### src/rtl/mandelbrot_render.sv
// Raster-order frame walker for the Mandelbrot engine: steps the complex coordinate
// per pixel with adders only, runs one engine job at a time, writes counts to the framebuffer.
module mandelbrot_render #(
  parameter int FP_WIDTH = 25,
  parameter int FP_INT   = 4,
  parameter int ITERW    = 8,
  parameter int H_RES    = 320,
  parameter int V_RES    = 180,
  parameter int ADDRW    = $clog2(H_RES*V_RES)
) (
  input  logic                       clk,
  input  logic                       rst,
  input  logic                       start,
  input  logic signed [FP_WIDTH-1:0] re_start,
  input  logic signed [FP_WIDTH-1:0] im_start,
  input  logic signed [FP_WIDTH-1:0] step,
  output logic                       busy,
  output logic                       done,
  output logic                       eng_start,
  output logic signed [FP_WIDTH-1:0] eng_re,
  output logic signed [FP_WIDTH-1:0] eng_im,
  input  logic                       eng_done,
  input  logic [ITERW-1:0]           eng_iter,
  output logic                       fb_we,
  output logic [ADDRW-1:0]           fb_addr,
  output logic [ITERW-1:0]           fb_data
);

  localparam int XW = (H_RES > 1) ? $clog2(H_RES) : 1;
  localparam int YW = (V_RES > 1) ? $clog2(V_RES) : 1;
  localparam logic [XW-1:0] X_LAST = XW'(H_RES - 1);
  localparam logic [YW-1:0] Y_LAST = YW'(V_RES - 1);

  // The fixed-point split belongs to the engine; an out-of-range split shows up as this scope.
  if (FP_INT >= FP_WIDTH) begin : g_fp_int_out_of_range
  end

  typedef enum logic [1:0] {IDLE, ISSUE, WAIT, FINISH} state_t;

  state_t                state_q, state_d;
  logic                  busy_d, done_d, eng_start_d, fb_we_d;
  logic [ADDRW-1:0]      fb_addr_d, addr_q, addr_d;
  logic [ITERW-1:0]      fb_data_d;
  logic signed [FP_WIDTH-1:0] eng_re_d, eng_im_d;
  logic signed [FP_WIDTH-1:0] re0_q, re0_d, step_q, step_d;
  logic [XW-1:0]         x_q, x_d;
  logic [YW-1:0]         y_q, y_d;
  logic                  last_px;

  assign last_px = (x_q == X_LAST) && (y_q == Y_LAST);

  always_comb begin
    // NOTE: every variable gets a default first so no path leaves one unassigned (no latches).
    state_d     = state_q;
    busy_d      = busy;
    done_d      = 1'b0;
    eng_start_d = 1'b0;
    fb_we_d     = 1'b0;
    fb_addr_d   = fb_addr;
    fb_data_d   = fb_data;
    eng_re_d    = eng_re;
    eng_im_d    = eng_im;
    x_d         = x_q;
    y_d         = y_q;
    addr_d      = addr_q;
    re0_d       = re0_q;
    step_d      = step_q;
    case (state_q)
      IDLE: begin
        if (start) begin
          re0_d    = re_start;
          step_d   = step;
          eng_re_d = re_start;
          eng_im_d = im_start;
          x_d      = '0;
          y_d      = '0;
          addr_d   = '0;
          busy_d   = 1'b1;
          state_d  = ISSUE;
        end
      end
      ISSUE: begin
        eng_start_d = 1'b1;
        state_d     = WAIT;
      end
      WAIT: begin
        if (eng_done) begin
          fb_we_d   = 1'b1;
          fb_data_d = eng_iter;
          fb_addr_d = addr_q;
          addr_d    = addr_q + ADDRW'(1);
          // Screen y grows downward, so a row wrap lowers the imaginary part.
          if (x_q != X_LAST) begin
            x_d      = x_q + XW'(1);
            eng_re_d = eng_re + step_q;
          end else begin
            x_d      = '0;
            eng_re_d = re0_q;
            y_d      = y_q + YW'(1);
            eng_im_d = eng_im - step_q;
          end
          state_d = last_px ? FINISH : ISSUE;
        end
      end
      FINISH: begin
        done_d  = 1'b1;
        busy_d  = 1'b0;
        state_d = IDLE;
      end
      default: state_d = IDLE;
    endcase
  end

  // NOTE: sequential state uses non-blocking assignments so every register samples pre-edge values.
  always_ff @(posedge clk) begin
    if (rst) begin
      state_q   <= IDLE;
      busy      <= 1'b0;
      done      <= 1'b0;
      eng_start <= 1'b0;
      fb_we     <= 1'b0;
      fb_addr   <= '0;
      fb_data   <= '0;
      eng_re    <= '0;
      eng_im    <= '0;
      x_q       <= '0;
      y_q       <= '0;
      addr_q    <= '0;
      re0_q     <= '0;
      step_q    <= '0;
    end else begin
      state_q   <= state_d;
      busy      <= busy_d;
      done      <= done_d;
      eng_start <= eng_start_d;
      fb_we     <= fb_we_d;
      fb_addr   <= fb_addr_d;
      fb_data   <= fb_data_d;
      eng_re    <= eng_re_d;
      eng_im    <= eng_im_d;
      x_q       <= x_d;
      y_q       <= y_d;
      addr_q    <= addr_d;
      re0_q     <= re0_d;
      step_q    <= step_d;
    end
  end

endmodule
### config.mk
export PLATFORM = sky130hd
export DESIGN_NAME = mandelbrot_render
export DESIGN_NICKNAME = d
export VERILOG_FILES = /design/src/rtl/mandelbrot_render.sv
export SDC_FILE = /design/constraint.sdc
export NUM_CORES = 1
export LEC_CHECK = 0
export BUFFER_PORTS_ARGS = -buffer_cell sky130_fd_sc_hd__buf_2
export CORE_MARGIN = 5
export CORE_UTILIZATION = 56
export CTS_CLUSTER_DIAMETER = 150
export DETAILED_ROUTE_END_ITERATION = 8
export PLACE_DENSITY_LB_ADDON = 0.08
export SLEW_MARGIN = 15
export SYNTH_ARGS = -nofsm -noshare
export SYNTH_HDL_FRONTEND = slang
export SYNTH_SLANG_ARGS = --single-unit
### constraint.sdc
create_clock -name clk -period 3.4 [get_ports clk]
set_clock_uncertainty 0.05 [all_clocks]
set_input_delay 0.17 -clock clk [delete_from_list [all_inputs] [get_ports clk]]
set_output_delay 0.17 -clock clk [all_outputs]
set_load 0.03 [all_outputs]
==> results of run 1 <==
==> through the flow <==
stage	util, %	setup slack, ps	hold WS, ps	cells	area (µm²)
2_1_floorplan	-	752	203	1166	9020
3_3_place_gp	63.0	755	341	1497	9980
3_5_place_dp	63.0	697	345	1497	9980
4_1_cts	71.5	681	3.69	1606	11300
5_1_grt	71.5	380	38.6	1606	11300
6_report	71.5	610	15.9	1607	11300
==> layout by cell type (no fill, tap or decap), types with 15 or more instances in the layout <==
cell                            instances
sky130_fd_sc_hd__xor2_1                35
sky130_fd_sc_hd__o21ai_0               56
sky130_fd_sc_hd__nor2_1                78
sky130_fd_sc_hd__clkbuf_16             17
sky130_fd_sc_hd__xnor2_1               27
sky130_fd_sc_hd__dlygate4sd3_1         77
sky130_fd_sc_hd__a21oi_1              162
sky130_fd_sc_hd__a22oi_1               15
sky130_fd_sc_hd__dfxtp_1              163
sky130_fd_sc_hd__nand3_1               17
sky130_fd_sc_hd__inv_1                 37
sky130_fd_sc_hd__buf_2                163
sky130_fd_sc_hd__ha_1                  51
sky130_fd_sc_hd__buf_4                 17
sky130_fd_sc_hd__nand2_1              241
==> worst max-delay path: stages (launching register included) <==
cell	delay (ps)
sky130_fd_sc_hd__dfxtp_1	480
sky130_fd_sc_hd__inv_1	90
sky130_fd_sc_hd__ha_1	270
sky130_fd_sc_hd__nor2b_1	160
sky130_fd_sc_hd__o2111ai_1	230
sky130_fd_sc_hd__a2111oi_1	630
sky130_fd_sc_hd__nor4_2	180
sky130_fd_sc_hd__o311ai_1	280
sky130_fd_sc_hd__o41ai_1	130
sky130_fd_sc_hd__a21o_1	190
==> sequential cells by signal (all words and copies together) (netlist names) <==
| name | flops |
|---|---|
| x_q | 9 |
| re0_q | 25 |
| y_q | 8 |
| step_q | 25 |
| eng_re | 25 |
| eng_start | 1 |
| fb_data | 8 |
| eng_im | 25 |
| state_q | 2 |
| done | 1 |
| fb_addr | 16 |
| busy | 1 |
| addr_q | 16 |
| fb_we | 1 |
==> power groups by stage <==
| stage | registers [W] | clock network, W | logic, W |
|---|---|---|---|
| after floorplan | 0.00224 | 0 | 0.000853 |
| after CTS | 0.00211 | 0.00190 | 0.00139 |
| after global routing | 0.00212 | 0.00197 | 0.00153 |
| after detailed placement | 0.00216 | 0 | 0.00131 |
| after global placement | 0.00215 | 0 | 0.00130 |
| final | 0.00212 | 0.00187 | 0.00141 |
==> final cells by class <==
type / instances / share of cell area [%]
Timing Repair Buffer: 257 / 15.1
Sequential cell: 163 / 28.8
Clock buffer: 19 / 4.00
Multi-Input combinational cell: 901 / 47.4
Tap cell: 216 / 2.39
Clock inverter: 13 / 0.995
Inverter: 37 / 1.23
Antenna cell: 1 / 0.0221
==> cells by family after synthesis <==
family          after synthesis  share of synthesized area, %
buf+inv                     102                          4.48
flops                       163                          36.2
simple gates                427                          20.7
compound gates              355                          24.6
mux                           4                         0.513
fa+ha+maj                    53                          7.52
xor+xnor                     62                          6.02
==> worst max path at each step <==
stage | startpoint | end | depth (start not counted)
2_1_floorplan | eng_im[0] | eng_im[22] | 10
3_3_place_gp | eng_im[0] | eng_im[22] | 10
3_5_place_dp | eng_im[0] | eng_im[22] | 10
4_1_cts | eng_im[0] | eng_im[22] | 10
5_1_grt | eng_im[0] | eng_im[22] | 10
6_report | step_q[1] | eng_im[19] | 9
==> routing by layer <==
metal | routed length [µm] | vias to the layer above
li1 | - | 4532
met1 | 12800 | 4285
met2 | 13000 | 364
met4 | 532 | 0
met3 | 1760 | 42
met5 | 0 | -
==> results.tsv, run 1 <==
stage	metric	value	unit
die	area of the placeable core	15800	µm²
layout	share of post-route cells with drive strength above 1	17.1	%
critical_path	reg2reg path depth	9	
critical_path	CP startpoint kind	flip-flop	
placed_design	detailed-placement wirelength estimate	20100	µm
clock_network	# Post-CTS Setup Buffers	0	
global_routing	number of antenna violations at the first check in global routing	0	
synth	Syn Std Cell Area	9020	µm²
die	number of cell rows	46	
layout	# fillers	1309	
min_path	Endpoint, Worst Hold	eng_im[5]	
sta	measured slew at the worst slew-check pin	1060	ps
die	die area	18700	µm²
outcome	result of the run	completed	
sta	Post-Route Setup TNS	0	ps
clock_network	CTS buffer count	17	
pwr	total chip power	0.00539	W
global_routing	largest net degree at the start of global routing	64	
synth	flip-flop cell with the highest count after synthesis	sky130_fd_sc_hd__dfxtp_1	
sta	fmax	0.358	GHz
detailed_routing	remaining design rule violation count	0	
sta	unrepaired setup endpoints after global routing	no	
global_routing	global routing met3 resource utilization	4.04	%
clock_network	cell at the root of the clock tree	sky130_fd_sc_hd__clkbuf_16	
sta	post-layout min period	2790	ps
synth	cell taking the most area after synthesis	sky130_fd_sc_hd__dfxtp_1	
pwr	leakage component of the power	4.81	nW
detailed_routing	count of TritonRoute iterations in the first routing pass	5	
critical_path	critical path type	flip-flop to flip-flop	
sta	final number of max-transition violations	0	
detailed_routing	overall routed net length	28000	µm
synth	Seq/Total Area, Yosys	36.2	%
critical_path	CP Data Required Time	3680	ps
pwr	relative contribution of combinational cells to total power	26.1	%
layout	multi-input logic area	5360	µm²
clock_network	CTS tree	done	
pwr	power spent charging and discharging nets	0.00183	W
synth	ranking of synthesized cells by area	sky130_fd_sc_hd__dfxtp_1 36%, sky130_fd_sc_hd__nand2_1 10%, sky130_fd_sc_hd__a21oi_1 9.0%, sky130_fd_sc_hd__ha_1 7.1%, sky130_fd_sc_hd__xor2_1 3.4%	
min_path	path category of the worst min-delay check	input pin to flip-flop	
die	starting density of the core	57.0	%
clock_network	clock latency on the worst-skew pair	430	ps
global_routing	busiest layer in global routing	met2	
detailed_routing	average vias per placed instance	5.74	
synth	Synth async-reset ratio	0	%
synth	dominant cell by count in the synthesized netlist	sky130_fd_sc_hd__nand2_1	
layout	FF+latch area	3260	µm²
die	vertical die dimension	137	µm
layout	number of nets in the layout	1517	
global_routing	global-route track usage on met2	47.8	%
detailed_routing	remaining number of nets flagged by the antenna check after routing	0	
min_path	Worst Hold Depth	4	
global_routing	met1 GRT Util	42.0	%
global_routing	remaining global-route overflow	0	
critical_path	CP endpoint kind	flip-flop	
global_routing	wire length of the first global-routing pass	44200	µm
layout	Area growth, synth to finish	25.5	%
pwr	clock power share	34.7	%
placed_design	GPL Wtd Cong	0.942	
sta	Final setup violation count	0	
synth	post-synth cell types	72	
detailed_routing	detailed-route wire length per cell	17.4	µm
synth	Synthesis Warnings	0	
clock_network	clock transition at the registers of the reported paths	70	ps
clock_network	worst-case clock buffer depth	2	
pwr	internal power contribution	0.00356	W
placed_design	number of I/O port buffers	164	
run	max-capacitance violation count	0	
sta	relative max-transition margin	28.9	%
clock_network	Gates resized, CTS repair	0	
synth	top post-synthesis cells by count	242 x sky130_fd_sc_hd__nand2_1, 163 x sky130_fd_sc_hd__dfxtp_1, 162 x sky130_fd_sc_hd__a21oi_1, 79 x sky130_fd_sc_hd__nor2_1, 56 x sky130_fd_sc_hd__o21ai_0	
sta	hold violation total from the final report	0	
clock_network	htree depth	4	
critical_path	minimum setup slack among reg-to-reg paths	610	ps
detailed_routing	number of design-rule violations left by the first detailed-router iteration	754	
critical_path	Crit Reg-Reg Endpoint	eng_im[19]	
critical_path	maximum fanout count along the critical path	5	
synth	area fraction of the dominant cell type after synthesis	36.2	%
pwr	worst-case vdd ir drop	363	µV
global_routing	via count of the first global-routing pass	8565	
detailed_routing	via count	9223	
die	Die Width	137	µm
synth	post-synthesis register bit count	163	
synth	per-instance average area after synthesis	7.74	µm²
pwr	power share of the sequential group	39.2	%
synth	Syn Nets	1306	
global_routing	GRT Resource Usage Total	29.8	%
sta	fin crit share	82.1	%
synth	Post-Syn Instances	1166	
min_path	startpoint of the lowest-slack hold path	im_start[5]	
critical_path	startpoint of the most critical register-to-register path	step_q[1]	
critical_path	data arrival at the endpoint of the critical path	3070	ps
synth	number of flops mapped to enable cells by yosys	0	
die	boundary pin count	165	
clock_network	hold buffer count at CTS	77	
clock_network	clock tree sinks	163	
pwr	fraction of power spent switching nets	34.0	%
pwr	areal power density over the cells	477	nW/µm²
(Power assumes the default switching activity.)
==> inputs of run 2 (changes only) <==
--- a/config.mk
+++ b/config.mk
@@ -5,9 +5,10 @@
 export SDC_FILE = /design/constraint.sdc
 export NUM_CORES = 1
 export LEC_CHECK = 0
+export ABC_AREA = 1
 export BUFFER_PORTS_ARGS = -buffer_cell sky130_fd_sc_hd__buf_2
 export CORE_MARGIN = 5
-export CORE_UTILIZATION = 56
+export CORE_UTILIZATION = 58
 export CTS_CLUSTER_DIAMETER = 150
 export DETAILED_ROUTE_END_ITERATION = 8
 export PLACE_DENSITY_LB_ADDON = 0.08
==> constraint.sdc (replaced) <==
create_clock -name clk -period 2.9 [get_ports clk]
set_clock_uncertainty 0.05 [all_clocks]
set_input_delay 0.145 -clock clk [delete_from_list [all_inputs] [get_ports clk]]
set_output_delay 0.145 -clock clk [all_outputs]
set_load 0.03 [all_outputs]
==> run 2 against run 1 <==
  * Clock-buffer cell count decreased by 2
  * Critical endpoint is now eng_im[10]
  * Routed wire length increased by 15%
  * Cell count increased by 27%
  * Final area increased by 9.8%
  * Area after synthesis increased by 12%
  * Sequential cell count unchanged
  * First-iteration DRC count decreased by 0.80%
  * Hold slack got worse by 4.0 ps
  * Largest power group unchanged
  * Synthesized cell count increased by 37%
  * Largest cell class unchanged
  * Fmax increased by 18%
==> results.tsv, run 2 <==
stage	metric	value	unit
layout	# fillers	1538	
min_path	Endpoint, Worst Hold	step_q[1]	
placed_design	cell count after placement	1944	
synth	ranking of synthesized cells by area	sky130_fd_sc_hd__dfxtp_1 32%, sky130_fd_sc_hd__nand2_1 16%, sky130_fd_sc_hd__inv_1 8.1%, sky130_fd_sc_hd__a21oi_1 7.7%, sky130_fd_sc_hd__o21ai_0 7.1%	
clock_network	clock tree sinks	163	
critical_path	CP endpoint kind	flip-flop	
critical_path	data arrival at the endpoint of the critical path	2650	ps
die	die area	20200	µm²
outcome	result of the run	completed	
clock_network	htree depth	4	
clock_network	clock transition at the registers of the reported paths	80	ps
layout	commonest non-fill, non-tap cell in the layout	sky130_fd_sc_hd__nand2_1	
clock_network	CTS tree	done	
detailed_routing	count of TritonRoute iterations in the first routing pass	6	
die	starting density of the core	58.8	%
detailed_routing	average vias per placed instance	5.44	
critical_path	maximum fanout count along the critical path	4	
synth	post-synth cell types	40	
clock_network	clock latency on the worst-skew pair	440	ps
critical_path	most numerous cell on the critical path	sky130_fd_sc_hd__nand2_1	
placed_design	GPL Wtd Cong	0.960	
sta	Post-Route Setup TNS	0	ps
layout	FF+latch area	3260	µm²
synth	flip-flop cell with the highest count after synthesis	sky130_fd_sc_hd__dfxtp_1	
die	boundary pin count	165	
global_routing	remaining global-route overflow	0	
global_routing	GRT Resource Usage Total	31.9	%
synth	Synth async-reset ratio	0	%
clock_network	worst-case clock buffer depth	2	
synth	cell taking the most area after synthesis	sky130_fd_sc_hd__dfxtp_1	
placed_design	number of I/O port buffers	164	
synth	per-instance average area after synthesis	6.35	µm²
min_path	startpoint of the lowest-slack hold path	step[1]	
synth	post-synthesis register bit count	163	
layout	commonest non-fill, non-tap cells in the layout	435 x sky130_fd_sc_hd__nand2_1, 217 x sky130_fd_sc_hd__inv_1, 164 x sky130_fd_sc_hd__buf_2	
layout	number of nets in the layout	1948	
global_routing	largest net degree at the start of global routing	84	
min_path	path category of the worst min-delay check	input pin to flip-flop	
detailed_routing	highest signal layer in the routed design	met4	
layout	share of post-route cells with drive strength above 1	13.1	%
critical_path	CP Data Required Time	3190	ps
sta	post-layout min period	2360	ps
die	vertical die dimension	142	µm
pwr	leakage component of the power	6.23	nW
critical_path	critical path's largest stage delay	400	ps
run	max-capacitance violation count	0	
sta	measured slew at the worst slew-check pin	786	ps
detailed_routing	remaining design rule violation count	0	
detailed_routing	routed wire length on met2	14400	µm
global_routing	via count of the first global-routing pass	10600	
sta	relative max-transition margin	47.6	%
detailed_routing	overall routed net length	32200	µm
layout	number of cells in the finished layout apart from fillers	2046	
synth	Syn Nets	1736	
synth	Seq/Total Area, Yosys	32.2	%
sta	fin crit share	81.3	%
clock_network	cell at the root of the clock tree	sky130_fd_sc_hd__clkbuf_16	
sta	Final setup violation count	0	
synth	area fraction of the dominant cell type after synthesis	32.2	%
sta	final setup margin	543	ps
layout	diode count	0	
critical_path	startpoint of the most critical register-to-register path	eng_im[0]	
pwr	worst-case vdd ir drop	495	µV
die	number of cell rows	48	
synth	Syn Std Cell Area	10100	µm²
detailed_routing	Routed met3 length	2160	µm
synth	top post-synthesis cells by count	436 x sky130_fd_sc_hd__nand2_1, 218 x sky130_fd_sc_hd__inv_1, 163 x sky130_fd_sc_hd__dfxtp_1, 155 x sky130_fd_sc_hd__a21oi_1, 143 x sky130_fd_sc_hd__o21ai_0	
detailed_routing	via count	11100	
placed_design	detailed-placement wirelength estimate	23500	µm
placed_design	pre-CTS WS	565	ps
sta	unrepaired setup endpoints after global routing	no	
synth	dominant cell by count in the synthesized netlist	sky130_fd_sc_hd__nand2_1	
sta	fmax	0.424	GHz
synth	Synthesis Warnings	0	
critical_path	cell breakdown of the critical path	inv_1, ha_1, fa_1, inv_1, nand3_1, nand2_1, nand2_1, nand2_1, inv_1, o21ai_0, nand2_1, inv_1, o21ai_0, nand2_1, nand2_1	
pwr	total chip power	0.00709	W
detailed_routing	routed length on met1	13900	µm
synth	Post-Syn Instances	1596	
critical_path	reg2reg path depth	15	
global_routing	number of antenna violations at the first check in global routing	0	
critical_path	critical path type	flip-flop to flip-flop	
die	Die Width	142	µm
critical_path	minimum setup slack among reg-to-reg paths	540	ps
detailed_routing	remaining number of nets flagged by the antenna check after routing	0	
detailed_routing	detailed-route wire length per cell	15.7	µm
sta	final number of max-transition violations	0	
min_path	Worst Hold Depth	3	
critical_path	Crit Reg-Reg Endpoint	eng_im[10]	
sta	hold violation total from the final report	0	
critical_path	CP startpoint kind	flip-flop	
die	area of the placeable core	17200	µm²
layout	Area growth, synth to finish	22.6	%
layout	multi-input logic area	5790	µm²
pwr	areal power density over the cells	570	nW/µm²
synth	number of flops mapped to enable cells by yosys	0	
global_routing	wire length of the first global-routing pass	52200	µm
detailed_routing	number of design-rule violations left by the first detailed-router iteration	748	
clock_network	CTS buffer count	17	
critical_path	cell with the largest stage delay on the worst path	sky130_fd_sc_hd__fa_1	
## run 2: changes by cell type after synthesis, moves of 15 or more
| cell | before | now |
|---|---|---|
| sky130_fd_sc_hd__a22oi_1 | 15 | 0 |
| sky130_fd_sc_hd__xor2_1 | 35 | 15 |
| sky130_fd_sc_hd__clkbuf_1 | 51 | 36 |
| sky130_fd_sc_hd__nand3_1 | 17 | 91 |
| sky130_fd_sc_hd__nand2_1 | 242 | 436 |
| sky130_fd_sc_hd__xnor2_1 | 27 | 7 |
| sky130_fd_sc_hd__inv_1 | 37 | 218 |
| sky130_fd_sc_hd__nor2_1 | 79 | 141 |
| sky130_fd_sc_hd__o21ai_0 | 56 | 143 |
## run 2: cell families after synthesis
logic type	count (synthesis)	share of synthesized area [%]
xor gates and xnor gates	22	1.90
and+or+nand+nor	745	31.2
AOI/OAI and AO/OA	333	17.3
adders and majority gates	53	6.69
buffers and inverters	280	10.7
DFF	163	32.2
## run 2: worst max-delay path, delay by kind of cell (launching register included)
family,cells,cell delay (ps)
buf+inv,4,250
simple gates,7,670
flops,1,320
fa+ha+maj,2,620
compound gates,2,330
## run 2: worst max path at each step
stage	from	end	slack (ps)	depth (start not counted)
global route	eng_im[0]	eng_im[10]	290	15
detailed placement	eng_im[0]	eng_im[10]	560	15
CTS	eng_im[0]	eng_im[10]	560	15
floorplan	eng_im[0]	eng_im[10]	630	15
global placement	eng_im[0]	eng_im[10]	620	15
finish	eng_im[0]	eng_im[10]	540	15
## run 2: area by class of cell
type / count / area share [%]
timing repair buffer: 246 / 13.1
multi-input combinational: 1153 / 46.6
clock buffer: 17 / 3.42
sequential: 163 / 26.3
clock inverter: 15 / 1.51
inverter: 227 / 6.86
tap: 225 / 2.27
## run 2: routing by layer
layer  vias up  track usage [%]
li1       5590                -
met1      5014             40.3
met2       418             51.1
met3       104             6.32
met4         0             17.5
met5         -                0
## run 2: stage by stage
stage          util, %  instance area (µm²)  hold slack, ps
6_report          72.1                12400            11.9
5_1_grt           72.1                12400            17.5
2_1_floorplan        -                10100             182
3_5_place_dp      64.4                11100             345
3_3_place_gp      64.4                11100             339
4_1_cts           72.1                12400            3.12
## run 2: what timing repair did
action	in CTS	in global routing
resized for setup	0	0
buffers inserted	0	0
endpoints found under the hold margin	81	0
hold buffers	70	0
## run 2: report_power, final
part / internal (W) / leakage, nW / switching, W
clock network: 0.00125 / 0.294 / 0.00114
logic: 0.000731 / 4.60 / 0.00144
registers: 0.00240 / 1.34 / 0.000137
==> inputs of run 3 (changes only) <==
==> constraint.sdc (replaced) <==
create_clock -name clk -period 2.29 [get_ports clk]
set_clock_uncertainty 0.05 [all_clocks]
set_input_delay 0.1145 -clock clk [delete_from_list [all_inputs] [get_ports clk]]
set_output_delay 0.1145 -clock clk [all_outputs]
set_load 0.03 [all_outputs]
==> run 3 against run 2 <==
  * Clock-buffer cell count grew 2
  * Die area is the same
  * Routed wire length grew 4.3%
  * Combinational power grew 32%
  * Register-to-register slack lost 380 ps
  * Non-clock buffer count grew 20
  * Total power grew 27%
  * Critical endpoint is now eng_im[9]
  * Largest power group unchanged
  * Highest routed layer unchanged
==> results.tsv, run 3 (synthesis results as in run 2) <==
stage	metric	value	unit
outcome	result of the run	completed	
sta	post-layout min period	2130	ps
layout	multi-input logic area	5810	µm²
clock_network	CTS buffer count	17	
clock_network	# Post-CTS Setup Buffers	0	
layout	FF+latch area	3260	µm²
pwr	worst-case vdd ir drop	586	µV
placed_design	detailed-placement wirelength estimate	23900	µm
die	starting density of the core	58.8	%
critical_path	CP Data Required Time	2600	ps
die	Die Width	142	µm
sta	Post-Route Setup TNS	0	ps
clock_network	cell at the root of the clock tree	sky130_fd_sc_hd__clkbuf_16	
die	die area	20200	µm²
critical_path	critical path type	flip-flop to flip-flop	
layout	commonest non-fill, non-tap cells in the layout	433 x sky130_fd_sc_hd__nand2_1, 216 x sky130_fd_sc_hd__inv_1, 164 x sky130_fd_sc_hd__buf_2	
detailed_routing	number of design-rule violations left by the first detailed-router iteration	881	
sta	final number of max-transition violations	0	
global_routing	remaining global-route overflow	0	
global_routing	number of antenna violations at the first check in global routing	0	
die	number of cell rows	48	
critical_path	data arrival at the endpoint of the critical path	2440	ps
sta	tightest hold margin	20.7	ps
critical_path	maximum fanout count along the critical path	17	
layout	utilization after layout	73.2	%
clock_network	clock latency on the worst-skew pair	430	ps
sta	measured slew at the worst slew-check pin	774	ps
detailed_routing	via count	11200	
die	boundary pin count	165	
sta	relative max-transition margin	48.4	%
detailed_routing	detailed-route wire length per cell	16.2	µm
layout	Area growth, synth to finish	24.5	%
sta	fin crit share	93.0	%
clock_network	worst-case clock buffer depth	2	
detailed_routing	remaining number of nets flagged by the antenna check after routing	0	
placed_design	number of I/O port buffers	164	
clock_network	clock tree sinks	163	
die	area of the placeable core	17200	µm²
detailed_routing	remaining design rule violation count	0	
critical_path	cell with the largest stage delay on the worst path	sky130_fd_sc_hd__dfxtp_1	
global_routing	GRT Resource Usage Total	33.1	%
global_routing	wire length of the first global-routing pass	54400	µm
sta	fmax	0.470	GHz
critical_path	critical path's largest stage delay	370	ps
layout	# fillers	1459	
sta	Final setup violation count	0	
global_routing	largest net degree at the start of global routing	82	
run	max-capacitance violation count	0	
min_path	path category of the worst min-delay check	input pin to flip-flop	
detailed_routing	count of TritonRoute iterations in the first routing pass	5	
clock_network	clock transition at the registers of the reported paths	70	ps
placed_design	GPL Wtd Cong	0.973	
critical_path	CP startpoint kind	flip-flop	
detailed_routing	overall routed net length	33600	µm
pwr	total chip power	0.00899	W
detailed_routing	average vias per placed instance	5.43	
critical_path	cell breakdown of the critical path	inv_2, nor2_4, nand2_4, nand2_4, inv_2, nor2_8, nand2_4, inv_2, o21ai_1, o21ai_1	
clock_network	CTS tree	done	
layout	number of nets in the layout	1968	
pwr	leakage component of the power	6.34	nW
die	vertical die dimension	142	µm
layout	share of post-route cells with drive strength above 1	14.2	%
critical_path	CP endpoint kind	flip-flop	
sta	hold violation total from the final report	0	
layout	commonest non-fill, non-tap cell in the layout	sky130_fd_sc_hd__nand2_1	
clock_network	htree depth	4	
global_routing	via count of the first global-routing pass	10900	
pwr	areal power density over the cells	713	nW/µm²
sta	unrepaired setup endpoints after global routing	no	
[run 3: changes by cell type in the layout (fill, tap and decap cells not counted), moves of 4 or more]
| cell | before | now |
|---|---|---|
| sky130_fd_sc_hd__inv_6 | 2 | 6 |
| sky130_fd_sc_hd__dlygate4sd3_1 | 70 | 75 |
| sky130_fd_sc_hd__buf_4 | 11 | 24 |
| sky130_fd_sc_hd__inv_8 | 6 | 2 |
[run 3: area by class of cell]
class,count,area share [%]
Antenna cell,1,0.0198
Clock buffer,19,3.59
Clock inverter,13,1.10
Inverter,227,6.77
Multi-Input combinational cell,1153,46.1
Sequential cell,163,25.9
Tap cell,225,2.23
Timing Repair Buffer,266,14.4
[run 3: per-stage QoR]
stage | worst slack [ps] | area, µm² | instances
after floorplan | 24.0 | 10100 | 1596
after global placement | 119 | 11200 | 1959
after detailed placement | 39.4 | 11200 | 1959
after CTS | 42.4 | 12600 | 2066
after global routing | 4.75 | 12600 | 2066
final | 161 | 12600 | 2067
[run 3: worst max-delay path, delay by kind of cell (launching register included)]
family / cells / cell delay, ps
and+or+nand+nor: 5 / 860
AOI/OAI and AO/OA: 2 / 260
buffers and inverters: 3 / 510
DFF: 1 / 370
[run 3: worst paths after layout]
| kind | startpoint | end | slack, ps | cells past startpoint |
|---|---|---|---|---|
| min | im_start[24] | eng_im[24] | 20 | 5 |
| max reg2reg | state_q[1] | eng_im[9] | 160 | 10 |
| max | state_q[1] | eng_im[9] | 160 | 10 |
| min reg2reg | re0_q[10] | re0_q[10] | 400 | 2 |
[run 3: layer usage]
metal  vias up  part of all wire (%)  track usage (%)
met5         -                     0                0
met4         0                   3.8             13.8
met3        90                   6.6             5.21
met2       475                    48             56.2
met1      5024                    42             41.9
li1       5640                     -                -
[run 3: where the power goes]
part | internal [W] | total, W | switching, W
combinational | 0.000992 | 0.00287 | 0.00187
sequential | 0.00304 | 0.00321 | 0.000170
clock | 0.00160 | 0.00292 | 0.00132
[run 3: what timing repair did]
action / in CTS / in global routing
gates resized for setup: 0 / 12
hold buffers: 75 / 0
setup endpoints to repair: 0 / 12
endpoints found under the hold margin: 96 / 0
